### src/rtl/punc_state_regs.sv
// PUnC architectural state: PC, IR, eight-entry register file, NZP and temp.
// Every update is driven by the control unit's per-cycle strobes; reads and address offsets are combinational.
module punc_state_regs #(
  parameter logic [15:0] PC_RESET = 16'h0000
) (
  input  logic        clk,
  input  logic        rst,
  input  logic        IR_clr,
  input  logic        IR_ld,
  input  logic        PC_clr,
  input  logic        PC_ld,
  input  logic        PC_inc,
  input  logic [1:0]  PC_sel,
  input  logic [1:0]  RF_W_data_sel,
  input  logic        RF_W_addr_sel,
  input  logic        RF_Rp_addr_sel,
  input  logic        RF_W_wr,
  input  logic        RF_Rp_rd,
  input  logic        RF_Rq_rd,
  input  logic        temp_ld,
  input  logic        nzp_ld,
  input  logic        nzp_clr,
  input  logic [15:0] alu_out,
  input  logic [15:0] dmem_rdata,
  output logic [15:0] pc,
  output logic [15:0] ir,
  output logic [15:0] rp_data,
  output logic [15:0] rq_data,
  output logic [15:0] temp,
  output logic [2:0]  nzp,
  output logic        nzp_match,
  output logic [15:0] pc_off9,
  output logic [15:0] rq_off6
);
  localparam int unsigned W      = 16;
  localparam int unsigned NREG   = 8;
  localparam int unsigned AW     = 3;

  logic [W-1:0]  pc_q, pc_d;
  logic [W-1:0]  ir_q, ir_d;
  logic [W-1:0]  temp_q, temp_d;
  logic [2:0]    nzp_q, nzp_d;
  logic [W-1:0]  rf_q [NREG];
  logic [W-1:0]  rf_d [NREG];

  logic [W-1:0]  pc_off11;
  logic [AW-1:0] rp_addr, rq_addr, w_addr;
  logic [W-1:0]  w_data;

  // Offsets and register reads, all from pre-edge state
  always_comb begin
    pc_off9   = pc_q + {{7{ir_q[8]}}, ir_q[8:0]};
    pc_off11  = pc_q + {{5{ir_q[10]}}, ir_q[10:0]};
    rp_addr   = RF_Rp_addr_sel ? ir_q[11:9] : ir_q[2:0];
    rq_addr   = ir_q[8:6];
    rp_data   = RF_Rp_rd ? rf_q[rp_addr] : '0;
    rq_data   = RF_Rq_rd ? rf_q[rq_addr] : '0;
    rq_off6   = rq_data + {{10{ir_q[5]}}, ir_q[5:0]};
    nzp_match = |(ir_q[11:9] & nzp_q);
    w_addr    = RF_W_addr_sel ? AW'(7) : ir_q[11:9];
    case (RF_W_data_sel)
      2'd0:    w_data = alu_out;
      2'd1:    w_data = dmem_rdata;
      2'd2:    w_data = pc_q;
      default: w_data = pc_off9;
    endcase
  end

  // Next-state for all architectural registers
  always_comb begin
    pc_d   = pc_q;
    ir_d   = ir_q;
    temp_d = temp_q;
    nzp_d  = nzp_q;
    for (int i = 0; i < NREG; i++) rf_d[i] = rf_q[i];

    if (PC_clr) begin
      pc_d = PC_RESET;
    end else if (PC_ld) begin
      case (PC_sel)
        2'd0:    pc_d = pc_off9;
        2'd1:    pc_d = pc_off11;
        2'd2:    pc_d = rq_data;
        default: pc_d = pc_q;
      endcase
    end else if (PC_inc) begin
      pc_d = pc_q + W'(1);
    end

    if (IR_clr)     ir_d = '0;
    else if (IR_ld) ir_d = dmem_rdata;

    if (temp_ld) temp_d = dmem_rdata;

    if (RF_W_wr) rf_d[w_addr] = w_data;

    // One-hot condition code from the write-data bus, even when no register is written
    if (nzp_clr) begin
      nzp_d = 3'b000;
    end else if (nzp_ld) begin
      if (w_data[W-1])         nzp_d = 3'b100;
      else if (w_data == '0)   nzp_d = 3'b010;
      else                     nzp_d = 3'b001;
    end
  end

  always_ff @(posedge clk) begin
    if (rst) begin
      pc_q   <= PC_RESET;
      ir_q   <= '0;
      temp_q <= '0;
      nzp_q  <= 3'b000;
      for (int i = 0; i < NREG; i++) rf_q[i] <= '0;
    end else begin
      pc_q   <= pc_d;
      ir_q   <= ir_d;
      temp_q <= temp_d;
      nzp_q  <= nzp_d;
      for (int i = 0; i < NREG; i++) rf_q[i] <= rf_d[i];
    end
  end

  assign pc   = pc_q;
  assign ir   = ir_q;
  assign temp = temp_q;
  assign nzp  = nzp_q;

endmodule
### config.mk
export PLATFORM = sky130hd
export DESIGN_NAME = punc_state_regs
export DESIGN_NICKNAME = d
export VERILOG_FILES = /design/src/rtl/punc_state_regs.sv
export SDC_FILE = /design/constraint.sdc
export NUM_CORES = 1
export LEC_CHECK = 0
export ABC_AREA = 1
export ABC_CLOCK_PERIOD_IN_PS = 4000
export BUFFER_PORTS_ARGS = -buffer_cell sky130_fd_sc_hd__buf_2
export CAP_MARGIN = 10
export CORE_MARGIN = 5
export CORE_UTILIZATION = 35
export DETAILED_ROUTE_END_ITERATION = 6
export HOLD_SLACK_MARGIN = 0.03
export SLEW_MARGIN = 20
export SYNTH_ARGS = -nofsm -noshare
export SYNTH_HDL_FRONTEND = slang
export SYNTH_SLANG_ARGS = --single-unit
export TNS_END_PERCENT = 50
### constraint.sdc
create_clock -name clk -period 4 [get_ports clk]
set_input_delay 0.4 -clock clk [delete_from_list [all_inputs] [get_ports clk]]
set_output_delay 0.4 -clock clk [all_outputs]
set_load 0.01 [all_outputs]
==> results of run 1 <==
-- kinds of logic after synthesis --
logic type,count (synthesis)
DFF,182
buffers and inverters,413
adders and majority gates,42
xor gates and xnor gates,26
and+or+nand+nor,544
AOI/OAI and AO/OA,687
-- cell type report --
cell class,count,area share
clock buffer,18,0.0308
clock inverter,14,0.0115
inverter,318,0.0859
multi-input combinational,1299,0.488
sequential,182,0.262
tap,448,0.0402
timing repair buffer,204,0.0823
-- power breakdown --
part           leakage, nW  internal, W  switching [W]  total, W
sequential            1.48      0.00188      0.0000614   0.00194
clock                0.289     0.000890       0.000871   0.00176
combinational         5.16     0.000292       0.000659  0.000951
-- how the worst max path moves through the flow --
stage          startpoint          end  depth (start not counted)
3_3_place_gp         flop  rq_off6[13]                         17
4_1_cts              flop  rq_off6[13]                         16
3_5_place_dp         flop  rq_off6[13]                         17
2_1_floorplan        flop  rq_off6[13]                         17
5_1_grt              flop  rq_off6[12]                         16
6_report             flop  rq_off6[12]                         16
-- routing by layer --
metal  track usage  share of wire
met5             0        0.00023
met3        0.0379          0.075
met1         0.351           0.46
met4        0.0838          0.034
met2         0.377           0.43
-- synthesized netlist by cell type (2+ instances only) --
cell type  number
fa_1            2
o22ai_1         3
inv_1         303
nor3_1          6
a21o_1          3
o21ai_1         8
a21boi_0        4
nand4_1         6
ha_1           40
o21bai_1        3
o211ai_1       32
nand2_4         2
xor2_1         19
a211oi_1       17
nand3_1        80
dfxtp_1       182
nand2_1       275
a22oi_1         3
clkinv_1        7
o21ai_0       301
clkbuf_1       59
inv_2           7
and2_1          5
buf_4           3
a21oi_1       283
buf_2          17
buf_6           3
buf_1          13
nor2_2         11
o2111ai_1       2
nor2_1        145
xnor2_1         7
or2_2           3
o221ai_1        4
a221oi_2        3
a221oi_1        3
nand2_2         7
a31oi_1        11
o21a_1          2
-- per-stage QoR --
stage / hold WS, ns / instances / area (µm²)
2_1_floorplan: 0.484 / 1894 / 12000
3_3_place_gp: 0.447 / 2448 / 13300
3_5_place_dp: 0.453 / 2448 / 13300
4_1_cts: 0.151 / 2480 / 13900
5_1_grt: 0.164 / 2483 / 13900
6_report: 0.167 / 2483 / 13900
-- flip-flops by register name (all words and copies together) (netlist names), named ones only --
signal / count
temp: 16
nzp: 3
pc: 16
ir: 16
rf_q: 128
-- cell usage in the layout, fill, tap and decap left out, drive strengths merged, types with 4 or more instances in the layout --
| cell type | Yosys | layout |
|---|---|---|
| o211ai | 32 | 32 |
| o221ai | 4 | 4 |
| a221oi | 6 | 6 |
| nand2 | 284 | 284 |
| a31oi | 11 | 11 |
| clkbuf | 59 | 18 |
| nor2 | 156 | 156 |
| o21ai | 309 | 309 |
| a211oi | 18 | 18 |
| and2 | 5 | 5 |
| dfxtp | 182 | 182 |
| a21boi | 5 | 5 |
| xor2 | 19 | 19 |
| clkinv | 8 | 14 |
| inv | 310 | 317 |
| a21oi | 283 | 283 |
| xnor2 | 7 | 7 |
| or2 | 4 | 4 |
| nand4 | 6 | 6 |
| buf | 36 | 204 |
| nor3 | 6 | 6 |
| ha | 40 | 40 |
| nand3 | 80 | 80 |
-- timing repair --
item | in CTS | in global routing
setup endpoints to repair | 7 | 7
hold buffers | 0 | 0
setup buffers | 0 | 3
endpoints found under the hold margin | 0 | 0
resized for setup | 6 | 15
pin swaps | 0 | 3
==> impl_metrics.csv, run 1 <==
group,metric,value,unit
grt,grt_pass1_vias,12400,
placed_design,numPortBuffers,166,
grt,antenna_found_initial,1,
detailed_routing,ant_nets,0,
detailed_routing,drt_iter0_drc,1458,
placed_design,pre_cts_ws,0.273,ns
job,drv_cap,0,
floorplanning,rows,67,
sta,fmax,0.262,GHz
critical_path,r2r_cells,16,
detailed_routing,drc,3,
critical_path,timing.rr.end,"nzp[1]",
layout,drive_gt1_frac,0.142,
clock_tree,cts.clk_slew.worst_paths,0.08,ns
detailed_routing,drt_pass1_iterations,7,
yosys,ys_types,49,
layout,final_util,0.414,
critical_path,crit_path_top_delay_cell,"dfxtp_4",
layout,num-fill-cells,3667,
placed_design,dpl.hpwl,36000,µm
sta,rsz0062_at_grt,"no",
clock_tree,root_buffer,"clkbuf_16",
clock_tree,clock_latency,0.46,ns
critical_path,path_common_cell,"inv_1",
detailed_routing,drt-total-wl,48400,µm
critical_path,ff2ff_setup_slack,0.64,ns
sta,worstMarginPinSlew,1.10,ns
sta,maxSlewHeadroom,0.269,
power_and_ir_drop,p_leak,6.93,nW
floorplanning,die-width,195,µm
detailed_routing,via_per_inst,5.45,
yosys,synth-compound-area-share,0.309,
sta,fin_ws,0.190,ns
sta,min_period,3.81,ns
clock_tree,cts_tree,"done",
critical_path,endpoint_kind,"output pin",
floorplanning,core,33700,µm²
floorplanning,pin_count,167,
critical_path,cp_data_arrival_time,3.41,ns
layout,multi_input_area,6800,µm²
yosys,yosysSeqAreaShare,0.304,
detailed_routing,num_vias,13500,
critical_path,critPathLaunchType,"flop",
sta,min_period_over_period,0.953,
power_and_ir_drop,power_density,333,nW/µm²
yosys,ys_warn_count,0,
floorplanning,initial_core_util,0.356,
yosys,mappedNetlistArea,12000,µm²
yosys,synth_top_area_share,0.304,
power_and_ir_drop,total_power,0.00465,W
yosys,synth_edf_count,0,
critical_path,critPathBufInv,4,
clock_tree,htreeDepth,4,
yosys,synth-xor-area-share,0.0190,
critical_path,path_cells,"inv_2 -> o21ai_0 -> o22ai_1 -> o211ai_1 -> inv_1 -> ha_2 -> fa_1 -> nand3_1 -> nand2_1 -> inv_1 -> o21a_1 -> o21ai_2 -> a21boi_2 -> o21ai_1 -> xor2_1 -> buf_2",
layout,layout.nets,2115,
clock_tree,clockBufferDepth,2,
power_and_ir_drop,vdd_drop_max,341,µV
layout,regArea,3650,µm²
floorplanning,die_h,195,µm
yosys,synth_top_family_by_area,"compound AO/OA/AOI/OAI gates",
yosys,synth_ff_type,"dfxtp_1",
critical_path,critPathMaxFanout,11,
outcome,violations,"DRC",
hold_path,hold_path.class,"primary input to flop",
yosys,postSynthAreaPerCell,6.33,µm²
layout,antenna_cells,0,
yosys,synth_top_cell_by_area,"dfxtp_1",
grt,grt_overflow,0,
floorplanning,dieArea,38000,µm²
yosys,syn-num-nets,1987,
hold_path,hold_path_depth,2,
sta,fin_skew,0.0171,ns
sta,finalMaxSlewViolations,0,
layout,areaGrowthSynthToFinish,16.4,%
critical_path,max_stage_delay,0.40,ns
sta,tns,0,ns
sta,hold_viol,0,
placed_design,place_congestion,0.953,
critical_path,cp_top_family,"compound AO/OA/AOI/OAI gates",
yosys,synthTopCellsByArea,"dfxtp_1 (30%), o21ai_0 (13%), a21oi_1 (12%), inv_1 (9.5%), nand2_1 (8.6%)",
hold_path,worstHoldStart,"nzp_ld",
yosys,async_flop_share,0,
yosys,synth_mux_area_frac,0,
yosys,syn_inst,1894,
grt,track_usage,0.245,
clock_tree,cts.sink_count,182,
critical_path,reg2reg_from,"ir[0]",
grt,grt_max_degree,92,
critical_path,worstPathRequired,3.60,ns
yosys,synthSimpleGateAreaFrac,0.189,
clock_tree,cts_buffers,17,
grt,grt_pass1_wl,74000,µm
yosys,synthAdderAreaFrac,0.0451,
critical_path,critical_path_class,"flop to output pin",
yosys,synth-seq-cells,182,
outcome,status,"finished, violations left",
sta,setup_viol_count_final,0,
detailed_routing,wl_per_cell,19.5,µm
hold_path,hold-path-endpoint,"nzp[1]",
(Power assumes the default switching activity.)
==> run 2, diff against run 1 <==
Settings changed: ABC_CLOCK_PERIOD_IN_PS 4000 to 3800, PLACE_DENSITY set to 0.59, TNS_END_PERCENT 50 to 100.
Clock period 4 ns to 3.8 ns, I/O delays scaled along.
==> run 2 against run 1 <==
Net effect:
- the run now ends clean
- sequential power is 5% higher
- sequential share of layout area is 0.51 points lower
- critical endpoint is now rq_off6[13]
- non-clock buffer count is 25 higher
- first-iteration DRC count is 11% lower
- via count is 0.22% lower
- sequential cell count stayed put
- die area stayed put
- clock-buffer cell count is 1 higher
- critical path type unchanged
- clock skew is 0.0012 ns lower
==> impl_metrics.csv, run 2 (synthesis results as in run 1) <==
group,metric,value,unit
layout,num-fill-cells,3652,
layout,areaGrowthSynthToFinish,18.8,%
detailed_routing,num_vias,13500,
sta,finalMaxSlewViolations,0,
critical_path,cp_data_arrival_time,3.28,ns
sta,min_period_over_period,0.963,
clock_tree,clock_latency,0.47,ns
sta,rsz0062_at_grt,"yes",
floorplanning,dieArea,38000,µm²
layout,layout.nets,2140,
sta,fin_skew,0.0159,ns
placed_design,numPortBuffers,166,
sta,setup_viol_count_final,0,
placed_design,place_congestion,0.949,
job,drv_cap,0,
sta,fin_ws,0.139,ns
detailed_routing,drt_iter0_drc,1293,
detailed_routing,wl_per_cell,19.4,µm
sta,worstMarginPinSlew,1.05,ns
layout,regMostFlops,"rf_q",
sta,maxSlewHeadroom,0.303,
detailed_routing,via_per_inst,5.39,
critical_path,critPathLaunchType,"flop",
power_and_ir_drop,p_leak,7.05,nW
grt,grt_pass1_wl,73400,µm
power_and_ir_drop,seq_power_share,0.420,
power_and_ir_drop,netSwitchingFraction,0.343,
outcome,status,"completed",
power_and_ir_drop,p_comb_frac,0.213,
floorplanning,die-width,195,µm
sta,fmax,0.273,GHz
layout,drive_gt1_frac,0.159,
layout,antenna_cells,0,
sta,hold_viol,0,
critical_path,worstPathRequired,3.42,ns
layout,final_cell_mix,"inv_1 (303), o21ai_0 (296), a21oi_1 (280)",
sta,min_period,3.66,ns
power_and_ir_drop,power_density,342,nW/µm²
clock_tree,cts.sink_count,182,
power_and_ir_drop,vdd_drop_max,351,µV
grt,grt_pass1_vias,12200,
critical_path,crit_path_top_delay_cell,"dfxtp_4",
layout,largest_register_ffs,128,
layout,multi_input_area,6920,µm²
sta,tns,0,ns
placed_design,dpl.hpwl,36300,µm
detailed_routing,drt-total-wl,48600,µm
power_and_ir_drop,net-switching-power,0.00167,W
grt,grt_max_degree,91,
layout,final_common_cell,"inv_1",
power_and_ir_drop,p_int,0.00320,W
floorplanning,die_h,195,µm
critical_path,endpoint_kind,"output pin",
critical_path,critPathMaxFanout,7,
grt,antenna_found_initial,1,
power_and_ir_drop,p_clk_frac,0.367,
clock_tree,cts.clk_slew.worst_paths,0.07,ns
hold_path,hold_path.class,"primary input to flop",
floorplanning,rows,67,
floorplanning,pin_count,167,
clock_tree,htreeDepth,4,
clock_tree,clockBufferDepth,2,
placed_design,dpl.cell_count,2459,
grt,track_usage,0.245,
hold_path,hold_path_depth,2,
grt,grt_overflow,0,
placed_design,pre_cts_ws,0.109,ns
critical_path,r2r_cells,14,
detailed_routing,ant_nets,0,
clock_tree,cts_buffers,17,
layout,final_cells,2508,
floorplanning,core,33700,µm²
clock_tree,root_buffer,"clkbuf_16",
critical_path,path_common_cell,"nand2_1",
layout,design_area,14200,µm²
layout,regArea,3650,µm²
critical_path,path_cells,"buf_6 -> buf_6 -> o211ai_1 -> nand2_1 -> o211ai_1 -> inv_1 -> ha_1 -> nand3_2 -> nand2_4 -> a21oi_4 -> o21ai_4 -> a21boi_2 -> o21ai_2 -> nand2_1 -> nand2_1 -> xor2_1 -> buf_2",
critical_path,critical_path_class,"flop to output pin",
floorplanning,initial_core_util,0.356,
detailed_routing,drc,0,
critical_path,ff2ff_setup_slack,0.73,ns
critical_path,max_stage_delay,0.38,ns
clock_tree,cts_tree,"done",
placed_design,placed_area,13300,µm²
detailed_routing,drt_pass1_iterations,6,
run 2: cell count changes in the layout (fill, tap and decap cells not counted), moves of 2 or more:
cell	change
clkinv_8	-2
a31oi_4	+2
ha_4	+2
buf_6	+5
clkbuf_8	+2
clkinv_4	-2
buf_4	+21
clkinvlp_4	+3
a31oi_1	-2
o21ai_4	+2
a21oi_1	-2
o21ai_0	-2
run 2: per-layer routing:
layer,global-route usage,part of all wire,vias to the layer above
li1,-,-,6567
met1,0.345,0.45,6295
met2,0.377,0.44,555
met3,0.0429,0.077,88
met4,0.0869,0.033,2
met5,0,0.00014,-
run 2: layout make-up:
type                       instances  area share
multi-input combinational       1299       0.486
sequential                       182       0.257
timing repair buffer             229      0.0942
inverter                         318      0.0840
tap                              448      0.0394
clock buffer                      19      0.0318
clock inverter                    13     0.00782
run 2: timing repair:
action / CTS / global route
hold buffers: 0 / 0
setup buffers: 0 / 17
pin swaps: 0 / 16
setup endpoints to repair: 7 / 8
resized for setup: 12 / 37
run 2: final timing paths:
kind,from,endpoint
max reg2reg,ir[0],nzp[1]
min reg2reg,ir[15],ir[15]
min,nzp_ld,nzp[1]
max,flop,rq_off6[13]
run 2: power by group through the flow:
stage | clock network, W | logic (W) | registers (W)
after floorplan | 0 | 0.000577 | 0.00207
after global placement | 0 | 0.000986 | 0.00208
after detailed placement | 0 | 0.000991 | 0.00208
after CTS | 0.00181 | 0.000998 | 0.00204
after global routing | 0.00189 | 0.00113 | 0.00205
final | 0.00178 | 0.00104 | 0.00204
run 2: critical path, delay by kind of cell (launching register included):
kind                     cells  cell delay, ns
XOR/XNOR                     1            0.13
AND/OR/NAND/NOR              5            0.42
flip-flops                   1            0.38
adder cells (fa/ha/maj)      1            0.32
AO/OA/AOI/OAI                6            1.02
buffers and inverters        4            0.54
run 2: per-stage QoR:
step	util	hold slack [ns]	total power (W)
4_1_cts	0.414	0.115	0.00484
3_3_place_gp	0.396	0.454	0.00307
5_1_grt	0.422	0.136	0.00506
6_report	0.422	0.128	0.00486
2_1_floorplan	-	0.473	0.00265
3_5_place_dp	0.396	0.458	0.00307
==> run 3, diff against run 2 <==
Settings changed: CORE_UTILIZATION 35 to 45, PLACE_DENSITY 0.59 to 0.71, RECOVER_POWER set to 25.
==> run 3 against run 2 <==
Net effect:
- largest cell class unchanged
- critical endpoint is now rq_off6[12]
- routed wire length decreased by 9.2%
- the run now ends with capacitance limit, slew limit left
- clock-buffer cell count increased by 2
- clock power increased by 7%
- register-to-register slack got worse by 0.12 ns
==> impl_metrics.csv, run 3 (synthesis results as in run 1) <==
group,metric,value,unit
placed_design,dpl.cell_count,2333,
clock_tree,root_buffer,"clkbuf_16",
critical_path,path_cells,"inv_4 -> o21ai_0 -> o22ai_1 -> o211ai_1 -> inv_1 -> ha_2 -> fa_2 -> nand3_1 -> nand2_1 -> inv_1 -> o21a_1 -> o21ai_2 -> a21boi_2 -> o21ai_1 -> xor2_1 -> buf_2",
outcome,status,"finished, violations left",
grt,track_usage,0.281,
floorplanning,pin_count,167,
critical_path,worstPathRequired,3.42,ns
layout,final_cells,2372,
detailed_routing,wl_per_cell,18.6,µm
grt,antenna_found_initial,2,
detailed_routing,drt-total-wl,44100,µm
floorplanning,rows,59,
layout,largest_register_ffs,128,
detailed_routing,num_vias,13600,
power_and_ir_drop,p_clk_frac,0.386,
floorplanning,core,26100,µm²
grt,grt_pass1_vias,12300,
power_and_ir_drop,seq_power_share,0.415,
layout,multi_input_area,6830,µm²
clock_tree,cts.sink_count,182,
critical_path,crit_path_top_delay_cell,"dfxtp_4",
detailed_routing,drt_pass1_iterations,6,
layout,drive_gt1_frac,0.129,
clock_tree,cts.clk_slew.worst_paths,0.07,ns
job,drv_cap,1,
power_and_ir_drop,p_leak,6.83,nW
clock_tree,htreeDepth,4,
detailed_routing,via_per_inst,5.72,
critical_path,cp_data_arrival_time,3.27,ns
placed_design,numPortBuffers,166,
outcome,violations,"capacitance limit, slew limit",
hold_path,hold_path.class,"primary input to flop",
power_and_ir_drop,p_comb_frac,0.199,
sta,maxSlewHeadroom,-0.365,
clock_tree,clockBufferDepth,2,
sta,hold_viol,0,
layout,final_common_cell,"inv_1",
layout,regArea,3650,µm²
sta,finalMaxSlewViolations,92,
layout,regMostFlops,"rf_q",
critical_path,endpoint_kind,"output pin",
layout,antenna_cells,0,
placed_design,dpl.hpwl,32500,µm
floorplanning,die-width,173,µm
sta,whs,0.146,ns
critical_path,path_common_cell,"inv_1",
critical_path,critical_path_class,"flop to output pin",
floorplanning,initial_core_util,0.458,
sta,min_period,3.65,ns
floorplanning,dieArea,30000,µm²
clock_tree,cts_buffers,17,
power_and_ir_drop,power_density,356,nW/µm²
sta,min_period_over_period,0.961,
placed_design,place_congestion,0.971,
critical_path,critPathMaxFanout,19,
critical_path,critPathLaunchType,"flop",
sta,fin_skew,0.0166,ns
clock_tree,clock_latency,0.44,ns
grt,grt_overflow,0,
critical_path,max_stage_delay,0.38,ns
layout,areaGrowthSynthToFinish,15.4,%
power_and_ir_drop,netSwitchingFraction,0.321,
sta,setup_viol_count_final,0,
detailed_routing,ant_nets,0,
critical_path,critPathBufInv,4,
sta,fmax,0.274,GHz
sta,worstMarginPinSlew,2.05,ns
layout,num-fill-cells,2656,
critical_path,ff2ff_setup_slack,0.61,ns
clock_tree,hold_buffers,0,
power_and_ir_drop,vdd_drop_max,227,µV
critical_path,cp_top_family,"compound AO/OA/AOI/OAI gates",
layout,layout.nets,2117,
detailed_routing,drc,0,
sta,rsz0062_at_grt,"yes",
power_and_ir_drop,net-switching-power,0.00158,W
grt,grt_pass1_wl,68300,µm
clock_tree,cts_tree,"done",
grt,grt_max_degree,92,
detailed_routing,drt_iter0_drc,1363,
floorplanning,die_h,173,µm
power_and_ir_drop,p_int,0.00334,W
layout,final_cell_mix,"inv_1 (303), o21ai_0 (298), a21oi_1 (281)",
-- run 3: cell count changes in the layout (fill, tap and decap cells not counted), moves of 3 or more --
cell | before | now
buf_2 | 166 | 135
clkbuf_1 | 0 | 31
buf_4 | 55 | 35
buf_6 | 6 | 2
a31oi_1 | 6 | 9
clkinvlp_4 | 3 | 0
o21ai_1 | 7 | 4
o21ai_2 | 2 | 5
-- run 3: power by group through the flow --
stage	registers, W	logic (W)	clock network, W
finish	0.00204	0.000979	0.00190
global route	0.00204	0.00107	0.00198
CTS	0.00204	0.000953	0.00191
detailed placement	0.00208	0.000947	0
global placement	0.00208	0.000936	0
floorplan	0.00207	0.000577	0
-- run 3: what timing repair did --
action                                  in CTS  in global routing
gates cloned                                 0                  0
pin swaps                                    0                  5
resized for setup                            6                 18
buffers inserted                             0                  7
endpoints found under the setup margin       4                  8
-- run 3: worst register-to-register path, cell delays in order, from the launching register on --
cell	delay, ns
dfxtp_1	0.51
ha_1	0.27
inv_1	0.07
fa_1	0.43
inv_1	0.14
nand3_1	0.10
nand2_1	0.13
nand2_1	0.09
nand2_2	0.10
nand2_1	0.10
nand2_1	0.07
nand2_1	0.05
nand3_1	0.09
nand2_1	0.34
nor2_1	0.26
nand3_1	0.18
nand2_1	0.10
a21oi_1	0.06
-- run 3: area by class of cell --
class,instances,share of cell area
Timing Repair Buffer,206,0.0808
Multi-Input combinational cell,1299,0.494
Inverter,318,0.0866
Tap cell,335,0.0303
Clock buffer,21,0.0348
Sequential cell,182,0.264
Clock inverter,11,0.00968
-- run 3: per-layer routing --
metal,track usage,vias up,wire length (µm)
met4,0.102,4,1610
met2,0.442,693,19500
met3,0.0664,117,4050
met5,0,-,25
met1,0.377,6233,18900
li1,-,6518,-
-- run 3: path summary, 6_finish.rpt --
kind              depth (start not counted)   start     endpoint
setup / recovery                         16    flop  rq_off6[12]
hold / removal                            2  nzp_ld       nzp[1]
setup reg to reg                         17   ir[0]       nzp[0]
hold reg to reg                           2  ir[13]       ir[13]
-- run 3: stage by stage --
stage	TNS (ns)	worst slack (ns)	utilization	area, µm²	total power, W
6_report	0	0.147	0.529	13800	0.00492
5_1_grt	-0.0525	-0.0362	0.529	13800	0.00510
4_1_cts	0	0.0251	0.526	13700	0.00490
3_5_place_dp	0	0.323	0.502	13100	0.00303
3_3_place_gp	0	0.380	0.502	13100	0.00301
2_1_floorplan	0	0.534	-	12000	0.00265
